**src/rtl/mc_ctrl_if.sv**
```systemverilog
// mc_ctrl_if: bundle of the sequencer's handshake and enable signals.
//   master : the sequencer (mc_ctrl) -- takes ins/zero/iack/dack, drives
//            the PC/IR/EX/memory/register-file enables, state and retcnt.
//   slave  : the datapath/memory side -- the mirror image.
// Parameter CNT_W sets the width of the retired-instruction counter.
// Macro MC_CTRL_TRAP_EN adds the exc (illegal-instruction trap) signal.
interface mc_ctrl_if #(parameter int CNT_W = 32);
  logic [31:0]      ins;
  logic             zero;
  logic             iack;
  logic             dack;
  logic             ird;
  logic             irwr;
  logic             pcwr;
  logic             pcsel;
  logic             exen;
  logic             drd;
  logic             dwr;
  logic             regwr;
  logic [1:0]       wbsel;
  logic [2:0]       state;
  logic [CNT_W-1:0] retcnt;
`ifdef MC_CTRL_TRAP_EN
  logic             exc;

  modport master (
    input  ins, zero, iack, dack,
    output ird, irwr, pcwr, pcsel, exen, drd, dwr, regwr, wbsel, state, retcnt, exc
  );
  modport slave (
    output ins, zero, iack, dack,
    input  ird, irwr, pcwr, pcsel, exen, drd, dwr, regwr, wbsel, state, retcnt, exc
  );
`else
  modport master (
    input  ins, zero, iack, dack,
    output ird, irwr, pcwr, pcsel, exen, drd, dwr, regwr, wbsel, state, retcnt
  );
  modport slave (
    output ins, zero, iack, dack,
    input  ird, irwr, pcwr, pcsel, exen, drd, dwr, regwr, wbsel, state, retcnt
  );
`endif
endinterface

```
**src/rtl/mc_ctrl.sv**
```systemverilog
// mc_ctrl: multi-cycle MIPS sequencer FETCH -> DECODE -> EXEC -> MEM -> WB.
// Ports:
//   clk  : rising-edge clock
//   rst  : asynchronous active-high reset
//   bus  : mc_ctrl_if.master -- ins/zero/iack/dack in; ird, irwr, pcwr,
//          pcsel, exen, drd, dwr, regwr, wbsel, state, retcnt (and exc) out
// Parameter CNT_W: retired-instruction counter width (wraps modulo 2^CNT_W).
// Macro MC_CTRL_TRAP_EN: illegal instructions trap in TRAP with exc=1 until
// reset; without it they run as a NOP and retire.
// irwr/pcwr/pcsel depend on iack and zero within the cycle, so they are
// decoded combinationally from the state register; all other outputs are
// registered and loaded with the value for the state being entered.
module mc_ctrl #(
  parameter int CNT_W = 32
) (
  input  logic     clk,
  input  logic     rst,
  mc_ctrl_if.master bus
);

  typedef enum logic [2:0] {
    ST_FETCH  = 3'd0,
    ST_DECODE = 3'd1,
    ST_EXEC   = 3'd2,
    ST_MEM    = 3'd3,
    ST_WB     = 3'd4,
    ST_TRAP   = 3'd5
  } state_t;

  typedef enum logic [3:0] {
    CL_ALU = 4'd0,
    CL_JR  = 4'd1,
    CL_LW  = 4'd2,
    CL_SW  = 4'd3,
    CL_BEQ = 4'd4,
    CL_BNE = 4'd5,
    CL_J   = 4'd6,
    CL_JAL = 4'd7,
    CL_ILL = 4'd8
  } cls_t;

  localparam logic [CNT_W-1:0] CNT_ONE = {{(CNT_W-1){1'b0}}, 1'b1};

  // Instruction class from opcode and funct fields.
  function automatic cls_t decode_cls(input logic [5:0] op, input logic [5:0] funct);
    cls_t c;
    case (op)
      6'h00: begin
        case (funct)
          6'h00, 6'h02, 6'h03,
          6'h20, 6'h21, 6'h22, 6'h23, 6'h24, 6'h25, 6'h26, 6'h27,
          6'h2A, 6'h2B: c = CL_ALU;
          6'h08:        c = CL_JR;
          default:      c = CL_ILL;
        endcase
      end
      6'h08, 6'h0A, 6'h0B, 6'h0C, 6'h0D, 6'h0E, 6'h0F: c = CL_ALU;
      6'h23:   c = CL_LW;
      6'h2B:   c = CL_SW;
      6'h04:   c = CL_BEQ;
      6'h05:   c = CL_BNE;
      6'h02:   c = CL_J;
      6'h03:   c = CL_JAL;
      default: c = CL_ILL;
    endcase
    return c;
  endfunction

  state_t           state_r;
  logic [CNT_W-1:0] retcnt_r;
  logic             ird_r;
  logic             exen_r;
  logic             drd_r;
  logic             dwr_r;
  logic             regwr_r;
  logic [1:0]       wbsel_r;
`ifdef MC_CTRL_TRAP_EN
  logic             exc_r;
`endif

  cls_t cls_s;
  logic take_s;
  logic irwr_s;
  logic pcwr_s;
  logic pcsel_s;

  assign cls_s = decode_cls(bus.ins[31:26], bus.ins[5:0]);

  // Mealy enables: IR/PC load on iack in FETCH, PC redirect in EXEC.
  // Gated by rst so nothing writes while reset is held.
  always_comb begin
    take_s  = 1'b0;
    irwr_s  = 1'b0;
    pcwr_s  = 1'b0;
    pcsel_s = 1'b0;
    case (cls_s)
      CL_BEQ:             take_s = bus.zero;
      CL_BNE:             take_s = ~bus.zero;
      CL_J, CL_JAL, CL_JR: take_s = 1'b1;
      default:            take_s = 1'b0;
    endcase
    if (rst) begin
      irwr_s  = 1'b0;
      pcwr_s  = 1'b0;
      pcsel_s = 1'b0;
    end else if (state_r == ST_FETCH) begin
      irwr_s  = bus.iack;
      pcwr_s  = bus.iack;
    end else if (state_r == ST_EXEC) begin
      pcwr_s  = take_s;
      pcsel_s = take_s;
    end else begin
      irwr_s  = 1'b0;
      pcwr_s  = 1'b0;
      pcsel_s = 1'b0;
    end
  end

  // Sequencer FSM; registered outputs take the value of the next state.
  always_ff @(posedge clk or posedge rst) begin
    if (rst) begin
      state_r  <= ST_FETCH;
      retcnt_r <= {CNT_W{1'b0}};
      ird_r    <= 1'b1;
      exen_r   <= 1'b0;
      drd_r    <= 1'b0;
      dwr_r    <= 1'b0;
      regwr_r  <= 1'b0;
      wbsel_r  <= 2'b00;
`ifdef MC_CTRL_TRAP_EN
      exc_r    <= 1'b0;
`endif
    end else begin
      case (state_r)
        ST_FETCH: begin
          if (bus.iack) begin
            state_r <= ST_DECODE;
            ird_r   <= 1'b0;
          end
        end
        ST_DECODE: begin
`ifdef MC_CTRL_TRAP_EN
          if (cls_s == CL_ILL) begin
            state_r <= ST_TRAP;
            exc_r   <= 1'b1;
          end else begin
            state_r <= ST_EXEC;
            exen_r  <= 1'b1;
          end
`else
          state_r <= ST_EXEC;
          exen_r  <= 1'b1;
`endif
        end
        ST_EXEC: begin
          exen_r <= 1'b0;
          case (cls_s)
            CL_LW: begin
              state_r <= ST_MEM;
              drd_r   <= 1'b1;
            end
            CL_SW: begin
              state_r <= ST_MEM;
              dwr_r   <= 1'b1;
            end
            CL_ALU, CL_JAL: begin
              state_r <= ST_WB;
              regwr_r <= 1'b1;
              wbsel_r <= (cls_s == CL_JAL) ? 2'b10 : 2'b00;
            end
            default: begin
              // branches, jumps and (untrapped) illegal ops retire here
              state_r  <= ST_FETCH;
              ird_r    <= 1'b1;
              retcnt_r <= retcnt_r + CNT_ONE;
            end
          endcase
        end
        ST_MEM: begin
          if (bus.dack) begin
            drd_r <= 1'b0;
            dwr_r <= 1'b0;
            if (cls_s == CL_LW) begin
              state_r <= ST_WB;
              regwr_r <= 1'b1;
              wbsel_r <= 2'b01;
            end else begin
              state_r  <= ST_FETCH;
              ird_r    <= 1'b1;
              retcnt_r <= retcnt_r + CNT_ONE;
            end
          end
        end
        ST_WB: begin
          state_r  <= ST_FETCH;
          regwr_r  <= 1'b0;
          wbsel_r  <= 2'b00;
          ird_r    <= 1'b1;
          retcnt_r <= retcnt_r + CNT_ONE;
        end
`ifdef MC_CTRL_TRAP_EN
        ST_TRAP: begin
          state_r <= ST_TRAP;
        end
`endif
        default: begin
          // unreachable encodings recover to FETCH with enables cleared
          state_r <= ST_FETCH;
          ird_r   <= 1'b1;
          exen_r  <= 1'b0;
          drd_r   <= 1'b0;
          dwr_r   <= 1'b0;
          regwr_r <= 1'b0;
          wbsel_r <= 2'b00;
        end
      endcase
    end
  end

  assign bus.state  = state_r;
  assign bus.retcnt = retcnt_r;
  assign bus.ird    = ird_r;
  assign bus.irwr   = irwr_s;
  assign bus.pcwr   = pcwr_s;
  assign bus.pcsel  = pcsel_s;
  assign bus.exen   = exen_r;
  assign bus.drd    = drd_r;
  assign bus.dwr    = dwr_r;
  assign bus.regwr  = regwr_r;
  assign bus.wbsel  = wbsel_r;
`ifdef MC_CTRL_TRAP_EN
  assign bus.exc    = exc_r;
`endif

endmodule

```
**src/flat_wrapper.sv**
```systemverilog
// flat-port wrapper written by rule: the top's interface ports become plain ports
module mc_ctrl_flat 
#(
  parameter int CNT_W = 32
)
  (clk, rst, bus_ins, bus_zero, bus_iack, bus_dack, bus_ird, bus_irwr, bus_pcwr, bus_pcsel, bus_exen, bus_drd, bus_dwr, bus_regwr, bus_wbsel, bus_state, bus_retcnt);
  mc_ctrl_if #(.CNT_W(CNT_W)) bus_i ();
  input  logic clk;
  input  logic rst;
  input wire logic [$bits(bus_i.ins)-1:0] bus_ins;
  input wire logic [$bits(bus_i.zero)-1:0] bus_zero;
  input wire logic [$bits(bus_i.iack)-1:0] bus_iack;
  input wire logic [$bits(bus_i.dack)-1:0] bus_dack;
  output wire logic [$bits(bus_i.ird)-1:0] bus_ird;
  output wire logic [$bits(bus_i.irwr)-1:0] bus_irwr;
  output wire logic [$bits(bus_i.pcwr)-1:0] bus_pcwr;
  output wire logic [$bits(bus_i.pcsel)-1:0] bus_pcsel;
  output wire logic [$bits(bus_i.exen)-1:0] bus_exen;
  output wire logic [$bits(bus_i.drd)-1:0] bus_drd;
  output wire logic [$bits(bus_i.dwr)-1:0] bus_dwr;
  output wire logic [$bits(bus_i.regwr)-1:0] bus_regwr;
  output wire logic [$bits(bus_i.wbsel)-1:0] bus_wbsel;
  output wire logic [$bits(bus_i.state)-1:0] bus_state;
  output wire logic [$bits(bus_i.retcnt)-1:0] bus_retcnt;
  assign bus_i.ins = bus_ins;
  assign bus_i.zero = bus_zero;
  assign bus_i.iack = bus_iack;
  assign bus_i.dack = bus_dack;
  assign bus_ird = bus_i.ird;
  assign bus_irwr = bus_i.irwr;
  assign bus_pcwr = bus_i.pcwr;
  assign bus_pcsel = bus_i.pcsel;
  assign bus_exen = bus_i.exen;
  assign bus_drd = bus_i.drd;
  assign bus_dwr = bus_i.dwr;
  assign bus_regwr = bus_i.regwr;
  assign bus_wbsel = bus_i.wbsel;
  assign bus_state = bus_i.state;
  assign bus_retcnt = bus_i.retcnt;
  mc_ctrl #(.CNT_W(CNT_W)) u_core (.clk(clk), .rst(rst), .bus(bus_i));
endmodule
```
**config.mk**
```make
export PLATFORM = sky130hd
export DESIGN_NAME = mc_ctrl_flat
export DESIGN_NICKNAME = d
export VERILOG_FILES = /design/src/rtl/mc_ctrl_if.sv /design/src/rtl/mc_ctrl.sv /design/src/flat_wrapper.sv
export SDC_FILE = /design/constraint.sdc
export NUM_CORES = 1
export LEC_CHECK = 0
export CORE_ASPECT_RATIO = 1.1
export CORE_UTILIZATION = 49
export DETAILED_ROUTE_END_ITERATION = 8
export GPL_TIMING_DRIVEN = 0
export PLACE_DENSITY_LB_ADDON = 0.12
export SETUP_SLACK_MARGIN = 0.05
export SLEW_MARGIN = 10
export SYNTH_ARGS = -nofsm -noshare
export SYNTH_HDL_FRONTEND = slang
export SYNTH_SLANG_ARGS = --single-unit
```
**constraint.sdc**
```tcl
create_clock -name clk -period 3.5 [get_ports clk]
set_clock_uncertainty 0.05 [all_clocks]
set_input_delay 0.525 -clock clk [delete_from_list [all_inputs] [get_ports clk]]
set_output_delay 0.525 -clock clk [all_outputs]
set_load 0.02 [all_outputs]
```
* Word-level counts from Yosys, hierarchy flattened
Memory sizes are Yosys's and may differ from the RTL's.
Cells that the tools add are included.
** Operators by class
- Reduce and logical (&&, ||, !) cells :: 18
- Muxes and demuxes :: 37
- Bitwise operators :: 4
- Equal/unequal tests :: 32
- $add $sub $neg :: 1
** Operator list (count)
- $mux 32 :: 3
- $pmux 32 s3 :: 1
- $eq 6x4->1 const B :: 7
- $add 32x1->32 const B :: 1
- $pmux 4 s8 :: 1
- $eq 4x3->1 const B :: 4
- $mux 1 :: 16
- $ne 2x2->1 const B :: 7
- $eq 6x2->1 const B :: 2
- $eq 6x3->1 const B :: 2
- $eq 6x6->1 const B :: 2
- $pmux 1 s3 :: 4
- $pmux 3 s4 :: 1
- $mux 3 :: 3
- $reduce_or 3->1 :: 3
- $eq 4x2->1 const B :: 2
- $mux 2 :: 4
- $reduce_and 4->1 :: 2
- $reduce_or 7->1 :: 1
- $eq 3x2->1 const B :: 2
- $logic_not 6->1 :: 1
- $pmux 2 s3 :: 1
- $pmux 3 s2 :: 1
- $reduce_and 3->1 :: 2
- other kinds (14) :: 19
** Storage, ports and cells
- Flip-flop bits (word level) :: 42
- Output and inout port bits :: 45
- Memory bits (read-only) :: 128
- Memories kept :: 1
** Memories
- (name not given) :: depth 64, width 2, read ports 1, clocked after memory_dff 0, wr ports 0, line mc_ctrl.sv:49 : case (funct)

* Logic depth before layout (Yosys ltp)
- Word-level depth :: 9
- Mapped depth :: 8
- Mapped depth without buffers :: 6

* Worst setup path before layout
OpenSTA, ideal clock, no wires.
- Kind :: input to output
- Start point :: input rst
- End point :: output bus_pcwr
- Cell stages on the path :: 3
- Data arrival time :: 2082 ps
- Buffers on the path :: 0
- Path slack :: 843 ps
- Cells stage by stage :: inv_1 and3_1 a31o_2
** Between the ends
- Word-level cells in the longest chain between the ends :: 1
** Ends and longest elaborated chain
- start: declaration :: line flat_wrapper.sv:9 : input logic rst;
- $mux 1 :: line mc_ctrl.sv:102 : if (rst) begin
- end: declaration :: line flat_wrapper.sv:16 : output wire logic [$bits(bus_i.pcwr)-1:0] bus_pcwr;
Every way passes these cells.

* Final worst setup path
- Start point :: input bus_ins[27]
- End point :: output bus_pcsel
** Between the ends
- Word-level cells in the longest chain between the ends :: 9
- Elaborated cells on any way between the ends :: 26
** Ends and longest elaborated chain
- start: declaration :: line flat_wrapper.sv:10 : input wire logic [$bits(bus_i.ins)-1:0] bus_ins;
- $eq 6x4->1 :: line mc_ctrl.sv:47 : case (op)
- $reduce_or 7->1 :: line mc_ctrl.sv:47
- $pmux 4 s8 (*) :: line mc_ctrl.sv:47
- $eq 4x3->1 or $eq 4x1->1 (tied branches) :: line mc_ctrl.sv:96 : case (cls_s)
- $reduce_or 3->1 :: line mc_ctrl.sv:96
- $pmux 1 s3 (*) :: line mc_ctrl.sv:96
- $mux 1 (*) :: line mc_ctrl.sv:109 : end else if (state_r == ST_EXEC) begin
- $mux 1 (*) :: line mc_ctrl.sv:106 : end else if (state_r == ST_FETCH) begin
- $mux 1 (*) :: line mc_ctrl.sv:102
- end: declaration :: line flat_wrapper.sv:17 : output wire logic [$bits(bus_i.pcsel)-1:0] bus_pcsel;
Mark *: on every way between the ends. The rest lies on a longest branch, timed or not.

==> impl_metrics.ini <==
[clocking]
root_buffer = clkbuf_8
ctsHtreeMaxLevel = 2
cts_tree = built
cts_buffer_depth = 2
cts_buffers = 5
clk_pin_slew_ns = 0.08
clk_latency_ns = 0.29
numClockSinks = 42

[logic_synthesis]
syn_area_sq_um = 2390
yosysMostFrequentCell = dfrtp_1
yosysUniqueCellTypes = 51
synth_warnings = 0
syn-num-nets = 288
ys_ff_latch = 42
synth_common_cells = dfrtp_1, xor2_1, nand2_1, inv_1, nor2_1
synth_edf_count = 0
synthCells = 250
yosysSeqAreaShare_pct = 44.1
synthTopCellsByArea = dfrtp_1, xor2_1, nor4_2
yosysTopAreaCellShare_pct = 43.0
avgSynthCellArea_sq_um = 9.54
yosysTopAreaCell = dfrtp_1
synth_ff_type = dfrtp_1
async_reset_ff_share_pct = 100

[routing]
drt_wl_total_mm = 5.46
dr_total_vias = 2103
drtIter0Drc = 125
drc = 0
wl_per_cell_um = 14.5
via_per_inst = 5.59
ant_nets = 0
firstDrtPassIters = 4

[grt]
grt_start_max_net_pins = 33
grtUsageTotal_pct = 22.7
grt-ovfl-total = 0
antenna_found_initial = 0
grt_pass1_wl_mm = 8.71
grt_pass1_vias = 1916

[floorplanning]
io_pins = 82
fp.coreArea_sq_um = 4650
std_cell_rows = 26
die_x_um = 68.5
die-area_sq_um = 5150
die_y_um = 75.2
start_util_pct = 51.3

[power_and_ir_drop]
ir_worst_vdd_v = 0.000358
total_leakage_power_uw = 0.00141
power_uw = 1720
powerDensity_nw_per_um2 = 541

[sta]
clock.fmax_mhz = 296
hold_viol = 0
fin_crit_ns = 3.37
rsz0062_at_grt = false
relSlewSlack_pct = 59.4
setup_violations = 0
maxSlewViolCount = 0
worstMarginPinSlew_ns = 0.605
post-route-period-util_pct = 96.4

[run]
maxCapViolCount = 0

[placement]
io_buffers = 60
hpwl_mm = 4.01
placed_area_sq_um = 3080
gp_congestion = 0.907

[final_layout]
n_fill_cell = 397
area_growth_pct = 33.4
nets = 357
drive_gt1_share_pct = 9.06
final_util_pct = 68.4
diodes = 0
fin_area_sq_um = 3180

[worst_setup_path]
cp_max_fo = 8
end_kind = output pin
start_kind = primary input
path_class = in -> out
critPathRequiredTime_ns = 2.92
arrival_ns = 2.80

[worst_hold_path]
hp-class = reg -> reg

[outcome]
status = complete, no violations
==> logic make-up (layout without fill, tap and decap cells) <==
group           after synthesis  count (layout)  share of synthesized area, %
compound gates               41              41                          12.3
xor+xnor                     32              32                          11.7
fa+ha+maj                     1               1                         0.524
buf+inv                      27              97                          4.56
flops                        42              42                          44.1
mux                           1               1                         0.472
simple gates                106             106                          26.3
==> flip-flops by register name, indices dropped and copies added, names as in the netlist <==
signal             flops
u_core.bus.regwr       1
u_core.bus.ird         1
u_core.bus.state       3
u_core.bus.exen        1
u_core.bus.drd         1
u_core.bus.retcnt     32
u_core.bus.dwr         1
u_core.bus.wbsel       2
==> cells in the final DEF (no fill, tap or decap), drive strengths merged, types with 2 or more instances in the layout <==
cell type and count:
a211oi 4, a21oi 10, a22o 2, a22oi 2, a32oi 2, and3 4
and4 3, and4b 2, buf 6, clkbuf 13, clkdlybuf4s50 57, dfrtp 41
dlygate4sd2 3, inv 17, nand2 18, nand2b 4, nand3 11, nand4 4
nor2 17, nor2b 2, nor3 19, nor3b 2, nor4 11, nor4b 2
o21a 3, o21ai 4, or3 4, xnor2 7, xor2 25
==> area by class of cell <==
type                       instances  area [sq um]  area share [%]
multi-input combinational        181          1240            38.8
clock buffer                       7          86.3            2.71
sequential                        42          1050            33.1
buffer                            10          45.0            1.42
inverter                          17          63.8            2.00
clock inverter                     1          5.00           0.157
timing repair buffer              62           624            19.6
tap                               56          70.1            2.20
==> critical path: stages <==
cell and delay, ns:
clkdlybuf4s50_1 0.54, nor3_2 0.30, nand4_1 0.21, and2_1 0.21, clkbuf_1 0.17, o31ai_2 0.29, and3_1 0.21, dlygate4sd2_1 0.34
==> through the flow <==
step | hold slack [ns] | setup slack [ns] | cells | TNS, ns
2_1_floorplan | 0.486 | 0.843 | 250 | 0
3_3_place_gp | 0.408 | -0.398 | 366 | -0.919
3_5_place_dp | 0.411 | -0.202 | 367 | -0.391
4_1_cts | 0.429 | 0.153 | 375 | 0
5_1_grt | 0.440 | 0.0528 | 376 | 0
6_report | 0.421 | 0.126 | 376 | 0
==> path summary, 6_finish.rpt <==
| path | start | to | slack (ns) | depth (start not counted) |
|---|---|---|---|---|
| min | u_core.bus.retcnt[31] | u_core.bus.retcnt[31] | 0.42 | 1 |
| max | bus_ins[27] | bus_pcsel | 0.13 | 8 |
| min in group asynchronous | rst | u_core.bus.retcnt[3] | 0.45 | 2 |
| min reg2reg | u_core.bus.retcnt[31] | u_core.bus.retcnt[31] | 0.42 | 1 |
| max in group asynchronous | rst | u_core.bus.ird | 2.42 | 3 |
| max reg2reg | u_core.bus.retcnt[2] | u_core.bus.retcnt[29] | 1.25 | 7 |
==> repair_timing <==
item,in CTS,in global routing
hold buffers,0,0
endpoints found under the setup margin,2,2
buffers inserted,0,1
pin swaps,0,2
gates resized for setup,4,1
==> where the power goes <==
| part | leakage (uW) | total, uW | switching [uW] | internal (uW) |
|---|---|---|---|---|
| Sequential | 0.000536 | 652 | 89.8 | 562 |
| Combinational | 0.000821 | 752 | 430 | 322 |
| Clock | 0.0000482 | 319 | 160 | 159 |
| Total | 0.00141 | 1720 | 680 | 1040 |
==> metal layers <==
| metal | part of all wire [%] | vias to the layer above | GRT usage, % |
|---|---|---|---|
| met5 | 0 | - | 0 |
| met4 | 2.0 | 0 | 6.71 |
| met3 | 5.0 | 10 | 5.45 |
| met2 | 50 | 69 | 38.6 |
| met1 | 43 | 994 | 28.6 |
| li1 | - | 1030 | - |
No activity file was read; power rests on OpenSTA's default activity.
